<file path="config.mk">
export PLATFORM = sky130hd
export DESIGN_NAME = vga_mmio_display_flat
export DESIGN_NICKNAME = d
export VERILOG_FILES = /design/src/rtl/vga_mmio_display_if.sv /design/src/rtl/vga_mmio_display.sv /design/src/flat_wrapper.sv
export SDC_FILE = /design/constraint.sdc
export NUM_CORES = 1
export LEC_CHECK = 0
export ABC_AREA = 0
export ABC_CLOCK_PERIOD_IN_PS = 4200
export BUFFER_PORTS_ARGS = -buffer_cell sky130_fd_sc_hd__buf_4
export CORE_MARGIN = 2
export CORE_UTILIZATION = 55
export CTS_CLUSTER_DIAMETER = 150
export DETAILED_ROUTE_END_ITERATION = 12
export PLACE_DENSITY = 0.87
export RECOVER_POWER = 25
export SLEW_MARGIN = 0
export SYNTH_ARGS = -nofsm -noshare
export SYNTH_HDL_FRONTEND = slang
export SYNTH_SLANG_ARGS = --single-unit
</file>
<file path="constraint.sdc">
create_clock -name clock -period 4.2 [get_ports clock]
set_clock_uncertainty 0.2 [all_clocks]
set_input_delay 0.84 -clock clock [delete_from_list [all_inputs] [get_ports clock]]
set_output_delay 0.84 -clock clock [all_outputs]
set_load 0.02 [all_outputs]
</file>
<file path="src/rtl/vga_mmio_display_if.sv">
// CPU data-memory bus as seen by the display peripheral.
interface vga_mmio_display_if;
    logic [63:0] address;
    logic [63:0] write_data;
    logic        mem_write;
    logic        mem_read;
    logic [63:0] read_data;

    // CPU side drives the request, peripheral returns load data.
    modport master (
        output address,
        output write_data,
        output mem_write,
        output mem_read,
        input  read_data
    );

    modport slave (
        input  address,
        input  write_data,
        input  mem_write,
        input  mem_read,
        output read_data
    );
endinterface

</file>
<file path="src/rtl/vga_mmio_display.sv">
// VGA raster generator with a memory-mapped colour/status register block.
// Colour writes land in stage registers and are copied to the active
// registers at vsync start, so a frame is always drawn with one colour set.
module vga_mmio_display #(
    parameter int unsigned H_ACTIVE  = 640,
    parameter int unsigned H_FP      = 16,
    parameter int unsigned H_SYNC    = 96,
    parameter int unsigned H_BP      = 48,
    parameter int unsigned V_ACTIVE  = 480,
    parameter int unsigned V_FP      = 10,
    parameter int unsigned V_SYNC    = 2,
    parameter int unsigned V_BP      = 33,
    parameter logic [63:0] BASE_ADDR = 64'h0200_0000_0000_0000
) (
    input  logic               clock,
    input  logic               reset_n,
    vga_mmio_display_if.slave  bus,
    output logic               hsync,
    output logic               vsync,
    output logic               disp_enable,
    output logic [9:0]         pixel_x,
    output logic [9:0]         pixel_y,
    output logic [7:0]         red,
    output logic [7:0]         green,
    output logic [7:0]         blue
);

    localparam int unsigned CW      = 10;
    localparam int unsigned CH      = 8;
    localparam int unsigned COLW    = 3 * CH;
    localparam int unsigned FCW     = 32;
    localparam int unsigned DW      = 64;
    localparam int unsigned H_TOTAL = H_ACTIVE + H_FP + H_SYNC + H_BP;
    localparam int unsigned V_TOTAL = V_ACTIVE + V_FP + V_SYNC + V_BP;

    localparam logic [CW-1:0] H_LAST     = CW'(H_TOTAL - 1);
    localparam logic [CW-1:0] V_LAST     = CW'(V_TOTAL - 1);
    localparam logic [CW-1:0] H_VIS_END  = CW'(H_ACTIVE);
    localparam logic [CW-1:0] V_VIS_END  = CW'(V_ACTIVE);
    localparam logic [CW-1:0] H_EDGE     = CW'(H_ACTIVE - 1);
    localparam logic [CW-1:0] V_EDGE     = CW'(V_ACTIVE - 1);
    localparam logic [CW-1:0] H_SYNC_BEG = CW'(H_ACTIVE + H_FP);
    localparam logic [CW-1:0] H_SYNC_END = CW'(H_ACTIVE + H_FP + H_SYNC);
    localparam logic [CW-1:0] V_SYNC_BEG = CW'(V_ACTIVE + V_FP);
    localparam logic [CW-1:0] V_SYNC_END = CW'(V_ACTIVE + V_FP + V_SYNC);
    // Last line before the sync pulse; the wrap out of it starts vsync.
    localparam logic [CW-1:0] V_PRE_SYNC = CW'(V_ACTIVE + V_FP - 1);

    localparam logic [1:0] OFF_BG     = 2'd0;
    localparam logic [1:0] OFF_FG     = 2'd1;
    localparam logic [1:0] OFF_STATUS = 2'd2;
    localparam logic [1:0] OFF_FCOUNT = 2'd3;

    logic [CW-1:0]   h_count_q, h_count_d;
    logic [CW-1:0]   v_count_q, v_count_d;
    logic [COLW-1:0] bg_stage_q, bg_stage_d;
    logic [COLW-1:0] fg_stage_q, fg_stage_d;
    logic [COLW-1:0] bg_active_q, bg_active_d;
    logic [COLW-1:0] fg_active_q, fg_active_d;
    logic [FCW-1:0]  frame_count_q, frame_count_d;
    logic            hsync_q, hsync_d;
    logic            vsync_q, vsync_d;
    logic            de_q, de_d;
    logic [CW-1:0]   px_q, px_d;
    logic [CW-1:0]   py_q, py_d;
    logic [COLW-1:0] rgb_q, rgb_d;

    logic            bus_hit_c;
    logic [1:0]      bus_off_c;
    logic            h_wrap_c;
    logic            frame_latch_c;
    logic            visible_c;
    logic            border_c;
    logic            unused_wdata_c;

    // Colour registers only hold 24 bits; the rest of the store data is dropped.
    assign unused_wdata_c = ^bus.write_data[DW-1:COLW];

    // Register block decode: four word offsets at the base address.
    always_comb begin
        bus_hit_c = (bus.address[DW-1:2] == BASE_ADDR[DW-1:2]);
        bus_off_c = bus.address[1:0];
    end

    // Raster counters and the frame-boundary latch strobe.
    always_comb begin
        h_wrap_c  = (h_count_q == H_LAST);
        h_count_d = h_wrap_c ? '0 : h_count_q + CW'(1);
        v_count_d = v_count_q;
        if (h_wrap_c) begin
            v_count_d = (v_count_q == V_LAST) ? '0 : v_count_q + CW'(1);
        end
        frame_latch_c = h_wrap_c && (v_count_q == V_PRE_SYNC);
    end

    // Stage writes from the bus; stage-to-active copy and frame count at sync start.
    always_comb begin
        bg_stage_d    = bg_stage_q;
        fg_stage_d    = fg_stage_q;
        bg_active_d   = bg_active_q;
        fg_active_d   = fg_active_q;
        frame_count_d = frame_count_q;
        if (bus.mem_write && bus_hit_c) begin
            case (bus_off_c)
                OFF_BG:  bg_stage_d = bus.write_data[COLW-1:0];
                OFF_FG:  fg_stage_d = bus.write_data[COLW-1:0];
                default: ;
            endcase
        end
        // Copies the pre-write stage value, so a same-edge write waits a frame.
        if (frame_latch_c) begin
            bg_active_d   = bg_stage_q;
            fg_active_d   = fg_stage_q;
            frame_count_d = frame_count_q + FCW'(1);
        end
    end

    // Video outputs for the current counter position, registered one clock later.
    always_comb begin
        visible_c = (h_count_q < H_VIS_END) && (v_count_q < V_VIS_END);
        border_c  = (h_count_q == '0) || (h_count_q == H_EDGE) ||
                    (v_count_q == '0) || (v_count_q == V_EDGE);
        hsync_d   = !((h_count_q >= H_SYNC_BEG) && (h_count_q < H_SYNC_END));
        vsync_d   = !((v_count_q >= V_SYNC_BEG) && (v_count_q < V_SYNC_END));
        de_d      = visible_c;
        px_d      = h_count_q;
        py_d      = v_count_q;
        rgb_d     = '0;
        if (visible_c) begin
            rgb_d = border_c ? fg_active_q : bg_active_q;
        end
    end

    // Load data mux; status reflects the registered pins software can observe.
    always_comb begin
        bus.read_data = '0;
        if (bus.mem_read && bus_hit_c) begin
            case (bus_off_c)
                OFF_BG:     bus.read_data = DW'(bg_stage_q);
                OFF_FG:     bus.read_data = DW'(fg_stage_q);
                OFF_STATUS: bus.read_data = DW'({~vsync_q, de_q});
                default:    bus.read_data = DW'(frame_count_q);
            endcase
        end
    end

    // State and output registers; reset aborts the frame and drops staged colours.
    always_ff @(posedge clock or negedge reset_n) begin
        if (!reset_n) begin
            h_count_q     <= '0;
            v_count_q     <= '0;
            bg_stage_q    <= '0;
            fg_stage_q    <= '0;
            bg_active_q   <= '0;
            fg_active_q   <= '0;
            frame_count_q <= '0;
            hsync_q       <= 1'b1;
            vsync_q       <= 1'b1;
            de_q          <= 1'b0;
            px_q          <= '0;
            py_q          <= '0;
            rgb_q         <= '0;
        end else begin
            h_count_q     <= h_count_d;
            v_count_q     <= v_count_d;
            bg_stage_q    <= bg_stage_d;
            fg_stage_q    <= fg_stage_d;
            bg_active_q   <= bg_active_d;
            fg_active_q   <= fg_active_d;
            frame_count_q <= frame_count_d;
            hsync_q       <= hsync_d;
            vsync_q       <= vsync_d;
            de_q          <= de_d;
            px_q          <= px_d;
            py_q          <= py_d;
            rgb_q         <= rgb_d;
        end
    end

    assign hsync       = hsync_q;
    assign vsync       = vsync_q;
    assign disp_enable = de_q;
    assign pixel_x     = px_q;
    assign pixel_y     = py_q;
    assign red         = rgb_q[3*CH-1:2*CH];
    assign green       = rgb_q[2*CH-1:CH];
    assign blue        = rgb_q[CH-1:0];

endmodule

</file>
<file path="src/flat_wrapper.sv">
// flat-port wrapper written by rule: the top's interface ports become plain ports
module vga_mmio_display_flat 
#(
    parameter int unsigned H_ACTIVE  = 640,
    parameter int unsigned H_FP      = 16,
    parameter int unsigned H_SYNC    = 96,
    parameter int unsigned H_BP      = 48,
    parameter int unsigned V_ACTIVE  = 480,
    parameter int unsigned V_FP      = 10,
    parameter int unsigned V_SYNC    = 2,
    parameter int unsigned V_BP      = 33,
    parameter logic [63:0] BASE_ADDR = 64'h0200_0000_0000_0000
)
  (clock, reset_n, hsync, vsync, disp_enable, pixel_x, pixel_y, red, green, blue, bus_address, bus_write_data, bus_mem_write, bus_mem_read, bus_read_data);
  vga_mmio_display_if bus_i ();
  input  logic clock;
  input  logic reset_n;
  output logic hsync;
  output logic vsync;
  output logic disp_enable;
  output logic [9:0] pixel_x;
  output logic [9:0] pixel_y;
  output logic [7:0] red;
  output logic [7:0] green;
  output logic [7:0] blue;
  input wire logic [$bits(bus_i.address)-1:0] bus_address;
  input wire logic [$bits(bus_i.write_data)-1:0] bus_write_data;
  input wire logic [$bits(bus_i.mem_write)-1:0] bus_mem_write;
  input wire logic [$bits(bus_i.mem_read)-1:0] bus_mem_read;
  output wire logic [$bits(bus_i.read_data)-1:0] bus_read_data;
  assign bus_i.address = bus_address;
  assign bus_i.write_data = bus_write_data;
  assign bus_i.mem_write = bus_mem_write;
  assign bus_i.mem_read = bus_mem_read;
  assign bus_read_data = bus_i.read_data;
  vga_mmio_display #(.H_ACTIVE(H_ACTIVE), .H_FP(H_FP), .H_SYNC(H_SYNC), .H_BP(H_BP), .V_ACTIVE(V_ACTIVE), .V_FP(V_FP), .V_SYNC(V_SYNC), .V_BP(V_BP), .BASE_ADDR(BASE_ADDR)) u_core (.clock(clock), .reset_n(reset_n), .bus(bus_i), .hsync(hsync), .vsync(vsync), .disp_enable(disp_enable), .pixel_x(pixel_x), .pixel_y(pixel_y), .red(red), .green(green), .blue(blue));
endmodule
</file>
# ---- After elaboration in Yosys (flattened, before gate mapping)
# Index checks and enable logic that the tools add are counted.
# W data, S select, Z words.
dict set report op_classes {
  n_lt_le_gt_ge 6
  muxes 6
  bitwise_logic 1
  n_eq_ne 8
  add_sub_neg 3
  reduce_logical 16
}
# cell count
set op_table {}
lappend op_table {{$pmux W32 S3} 1}
lappend op_table {{$eq A62 B56 Y1 const B} 1}
lappend op_table {{$mux W24} 2}
lappend op_table {{$add A32 B1 Y32 const B} 1}
lappend op_table {{$mux W32} 1}
lappend op_table {{$eq A10 B10 Y1 const B} 3}
lappend op_table {{$add A10 B1 Y10 const B} 2}
lappend op_table {{$eq A10 B9 Y1 const B} 2}
lappend op_table {{$logic_not A10 Y1} 2}
lappend op_table {{$lt A10 B10 Y1 const B} 2}
lappend op_table {{$lt A10 B9 Y1 const B} 2}
lappend op_table {{$mux W10} 2}
lappend op_table {{$ge A10 B10 Y1 const B} 1}
lappend op_table {{$ge A10 B9 Y1 const B} 1}
lappend op_table {{$logic_and A1 B1 Y1} 6}
lappend op_table {{$reduce_and A2 Y1} 2}
lappend op_table {{$logic_or A1 B1 Y1} 3}
lappend op_table {{$eq A2 B1 Y1 const B} 1}
lappend op_table {{$eq A2 B2 Y1 const B} 1}
lappend op_table {{$logic_not A1 Y1} 2}
lappend op_table {{$logic_not A2 Y1} 1}
lappend op_table {{$not A1 Y1} 1}
dict set report word_totals {
  output_inout_bits 111
  ff_bits 195
}

# ---- Logic depth before layout (Yosys ltp)
dict set report depth {
  ltp_word 6
  depth_mapped 9
  ltp_nobuf 6
}

# ---- Worst setup path after synthesis
# No wires, ideal clock.
dict set report synth_path {
  path_type {in2out}
  from {input port bus_address[6]}
  to {output port bus_read_data[1]}
  required_time_ps 3160
  setup_slack_ps 819
  path_stages 5
  arrival_ps 2341
  path_buffers 0
  cell_sequence {nor4_1 > nand4_1 > nor4_1 > nand2_1 > a211oi_1}
}
dict set report synth_between {
  elab_chain_cells 3
}
# item line_no
set synth_lines {}
lappend synth_lines {{start, declared} flat_wrapper.sv:26} ;# input wire logic [$bits(bus_i.address)-1:0] bus_address;
lappend synth_lines {{$eq A62 B56 Y1} vga_mmio_display.sv:81} ;# bus_hit_c = (bus.address[DW-1:2] == BASE_ADDR[DW-1:2]);
lappend synth_lines {{$logic_and A1 B1 Y1} vga_mmio_display.sv:137} ;# if (bus.mem_read && bus_hit_c) begin
lappend synth_lines {{$mux W32} vga_mmio_display.sv:137}
lappend synth_lines {{end, declared} flat_wrapper.sv:30} ;# output wire logic [$bits(bus_i.read_data)-1:0] bus_read_data;
# No other way between the ends.

# ---- Final worst setup path
dict set report layout_path {
  from {input port bus_address[6]}
  to {output port bus_read_data[28]}
}
# Same word-level chain as after synthesis.

==> impl_metrics.yaml <==
route:
  avgRoutedWirePerCell_um: 17.7
  drtAntennaViolNets: 0
  first_iter_violations: 512
  viasPerCell: 5.47
  drt_wl_total_um: 22000
  drt-pass1-iter-count: 5
  drc: 0
  route.vias.total: 6806
floorplanning:
  core_um2: 15800
  ios: 243
  die_h_um: 131
  dieArea_um2: 17200
  initial_core_util: 0.562
  rows: 46
  fp.dieW_um: 131
setup_path:
  critPathBufInv: 2
  crit_slowest_cell: "and2_0"
  reg2reg_slack_ns: 1.07
  critical_path_class: "primary input to output port"
  cpPeakStageDelay_ns: 0.51
  cp_cell_sequence: "buf_4 > nor4_1 > nand4_1 > nor4_1 > and2_0 > and3_1 > buf_4"
  crit_required_ns: 3.16
  reg2reg_to: "u_core.bg_active_q[18]$_DFFE_PN0P_"
  crit_fanout: 8
  path_delay_family: "simple AND/OR/NAND/NOR gates"
  critPathLaunchType: "primary input"
  r2r-start: "u_core.h_count_q[0]$_DFF_PN0_"
  r2r_cells: 7
  crit_path_end_kind: "output port"
  cp.arrival_ns: 2.97
sta:
  setup_tns_ns: 0
  holdWs_ns: 0.268
  maxSlewHeadroom: -0.506
  fin_crit_ns: 4.01
  hold_violations: 0
  setup_viol: 0
  clock.fmax_ghz: 0.250
  post-route-period-util: 0.954
  slew_viol_final: 94
  tightestPinTransition_ns: 2.26
  grt_setup_unrepaired: "no"
cts:
  cts_resized: 0
  cts_tree: "yes"
  cts_max_level: 4
  cts.clk_slew.worst_paths_ns: 0.08
  clock_sinks: 195
  cts-root-buf: "clkbuf_16"
  cts_hold_buf: 0
  insertion_delay_ns: 0.44
  post_cts_buffers: 0
  cts.path.max_buffers: 2
  numCtsBuffers: 17
cells_and_area:
  drive_gt1_frac: 0.263
  antenna_cells: 0
  fin_nets: 1153
  finalInstanceArea_um2: 10800
  area_growth_pct: 21.8
yosys:
  synth_area_um2: 8890
  yosysWarnings: 0
  synth-edff-count: 0
  synth_cells: 855
  synth_top_cell_by_area: "dfrtp_1"
  synth-simple-area-share: 0.210
  async_flop_share: 1.00
  yosys-top-cells-area: "dfrtp_1 (54%), nand2_1 (7.3%), mux2_2 (6.1%)"
  yosysSeqAreaShare: 0.549
  synthAdderAreaFrac: 0.00844
  ys.flop_type: "dfrtp_1"
  synth_compound_area_frac: 0.0273
  ys_ff_latch: 195
  synth_top_family_by_area: "simple AND/OR/NAND/NOR gates"
  synth.area.mux_share: 0.115
  synth_xor_area_frac: 0.0394
  synth_top_area_frac: 0.543
  ys_types: 47
  syn-mean-instance-area_um2: 10.4
place:
  placed_cell_area_um2: 10300
  place_congestion: 0.838
  portBuffers: 170
  dp_hpwl_um: 14900
run_status:
  violations: "capacitance limit, slew limit"
  outcome: "complete, but fails checks"
pwr:
  vdd_ir_drop_max_uv: 276
  leakage_nw: 5.84
  p_per_area_nw_per_um2: 339
min_path:
  min_path_type: "flip-flop to flip-flop"
  hold_end: "u_core.bg_active_q[16]$_DFFE_PN0P_"
  hp-start: "u_core.bg_active_q[16]$_DFFE_PN0P_"
  whs_path_depth: 2
global_routing:
  grt_pass1_wl_um: 34600
  gr-usage-all-layers: 0.255
  grt.overflow.total: 0
  antenna_found_initial: 0
  grt_start_max_net_pins: 94
  grt_pass1_vias: 6811
flow_run:
  maxCapViolCount: 1
-- cell families (layout without fill, tap and decap cells) --
group / Yosys count / count (layout)
AND/OR/NAND/NOR: 395 / 395
flip-flops: 195 / 195
multiplexers: 95 / 95
buffers and inverters: 79 / 221
AO/OA/AOI/OAI: 44 / 44
XOR/XNOR: 40 / 40
adder cells (fa/ha/maj): 6 / 6
other: 1 / 32
-- worst reg2reg max path, stage by stage, from the launching register on --
cell     delay, ns
dfrtp_1       0.46
ha_1          0.26
and3_1        0.33
and4_1        0.56
and3_1        0.81
buf_12        0.28
nand2_1       0.10
nand2_1       0.07
-- per-layer routing --
metal,up-vias,track usage,share of wire
met5,-,0,0
met4,0,0.109,0.025
met3,46,0.0498,0.060
met2,274,0.457,0.53
met1,3327,0.299,0.39
li1,3159,-,-
-- metrics by stage --
| step | total power, mW | instances | setup WS [ns] | utilization |
|---|---|---|---|---|
| 6_report | 3.67 | 1244 | 0.194 | 0.684 |
| 5_1_grt | 3.77 | 1244 | 0.122 | 0.684 |
| 2_1_floorplan | 1.98 | 886 | 0.819 | - |
| 4_1_cts | 3.69 | 1244 | 0.318 | 0.685 |
| 3_5_place_dp | 2.08 | 1212 | 0.329 | 0.648 |
| 3_3_place_gp | 2.08 | 1212 | 0.393 | 0.648 |
-- state kept, by name, indices dropped and copies added (netlist names) --
signal,flops
u_core.vsync,1
u_core.frame_count_q,32
u_core.py_d,10
u_core.pixel_y,10
u_core.bg_active_q,24
u_core.h_count_q,10
u_core.disp_enable,1
u_core.pixel_x,10
u_core.rgb_q,24
u_core.bg_stage_q,24
u_core.fg_stage_q,24
u_core.fg_active_q,24
u_core.hsync,1
-- layout make-up --
class,instances,area (um2)
Clock inverter,14,163
Fill cell,1161,5000
Clock buffer,18,429
Multi-Input combinational cell,612,3680
Timing Repair Buffer,181,1370
Tap cell,216,270
Sequential cell,195,4880
Inverter,8,30.0
-- cells in the mapped netlist, types with 8 or more instances --
master,number
xnor2_1,15
dfrtp_1,193
o21ai_0,10
xor2_1,25
mux2i_1,46
nand4_1,17
and3_1,19
nor3_1,9
nand2_1,174
buf_4,32
nor4_1,33
nand3_1,20
clkbuf_1,23
nor2_1,90
inv_1,8
mux2_2,48
buf_2,8
a21oi_1,25
-- layout by cell type, fill, tap and decap left out, drive strengths merged, types with 3 or more instances in the layout --
| master | netlist | layout |
|---|---|---|
| a21oi | 25 | 25 |
| and2 | 4 | 4 |
| and3 | 19 | 19 |
| and4 | 3 | 3 |
| buf | 45 | 179 |
| clkbuf | 26 | 20 |
| clkinv | 0 | 4 |
| conb | 1 | 32 |
| dfrtp | 193 | 193 |
| ha | 6 | 6 |
| inv | 8 | 16 |
| mux2 | 48 | 48 |
| mux2i | 46 | 46 |
| nand2 | 174 | 174 |
| nand3 | 20 | 20 |
| nand4 | 18 | 18 |
| nand4b | 4 | 4 |
| nor2 | 90 | 90 |
| nor2b | 3 | 3 |
| nor3 | 9 | 9 |
| nor4 | 35 | 35 |
| o21ai | 10 | 10 |
| o31ai | 3 | 3 |
| or3 | 6 | 6 |
| xnor2 | 15 | 15 |
| xor2 | 25 | 25 |
-- worst max path at each step --
| stage | startpoint | end | slack [ns] | cells after the start |
|---|---|---|---|---|
| after detailed placement | bus_address[6] | bus_read_data[30] | 0.33 | 7 |
| after CTS | bus_address[6] | bus_read_data[30] | 0.32 | 7 |
| final | bus_address[6] | bus_read_data[28] | 0.19 | 7 |
| after global placement | bus_address[6] | bus_read_data[24] | 0.39 | 7 |
| after global routing | bus_address[6] | bus_read_data[27] | 0.12 | 7 |
| after floorplan | bus_address[6] | bus_read_data[1] | 0.82 | 5 |
-- report_power, final --
part	leakage, nW	internal, mW	switching [mW]
combinational	2.86	0.0644	0.104
clock	0.288	0.851	0.776
sequential	2.69	1.88	0
No activity file was read; power rests on OpenSTA's default activity.
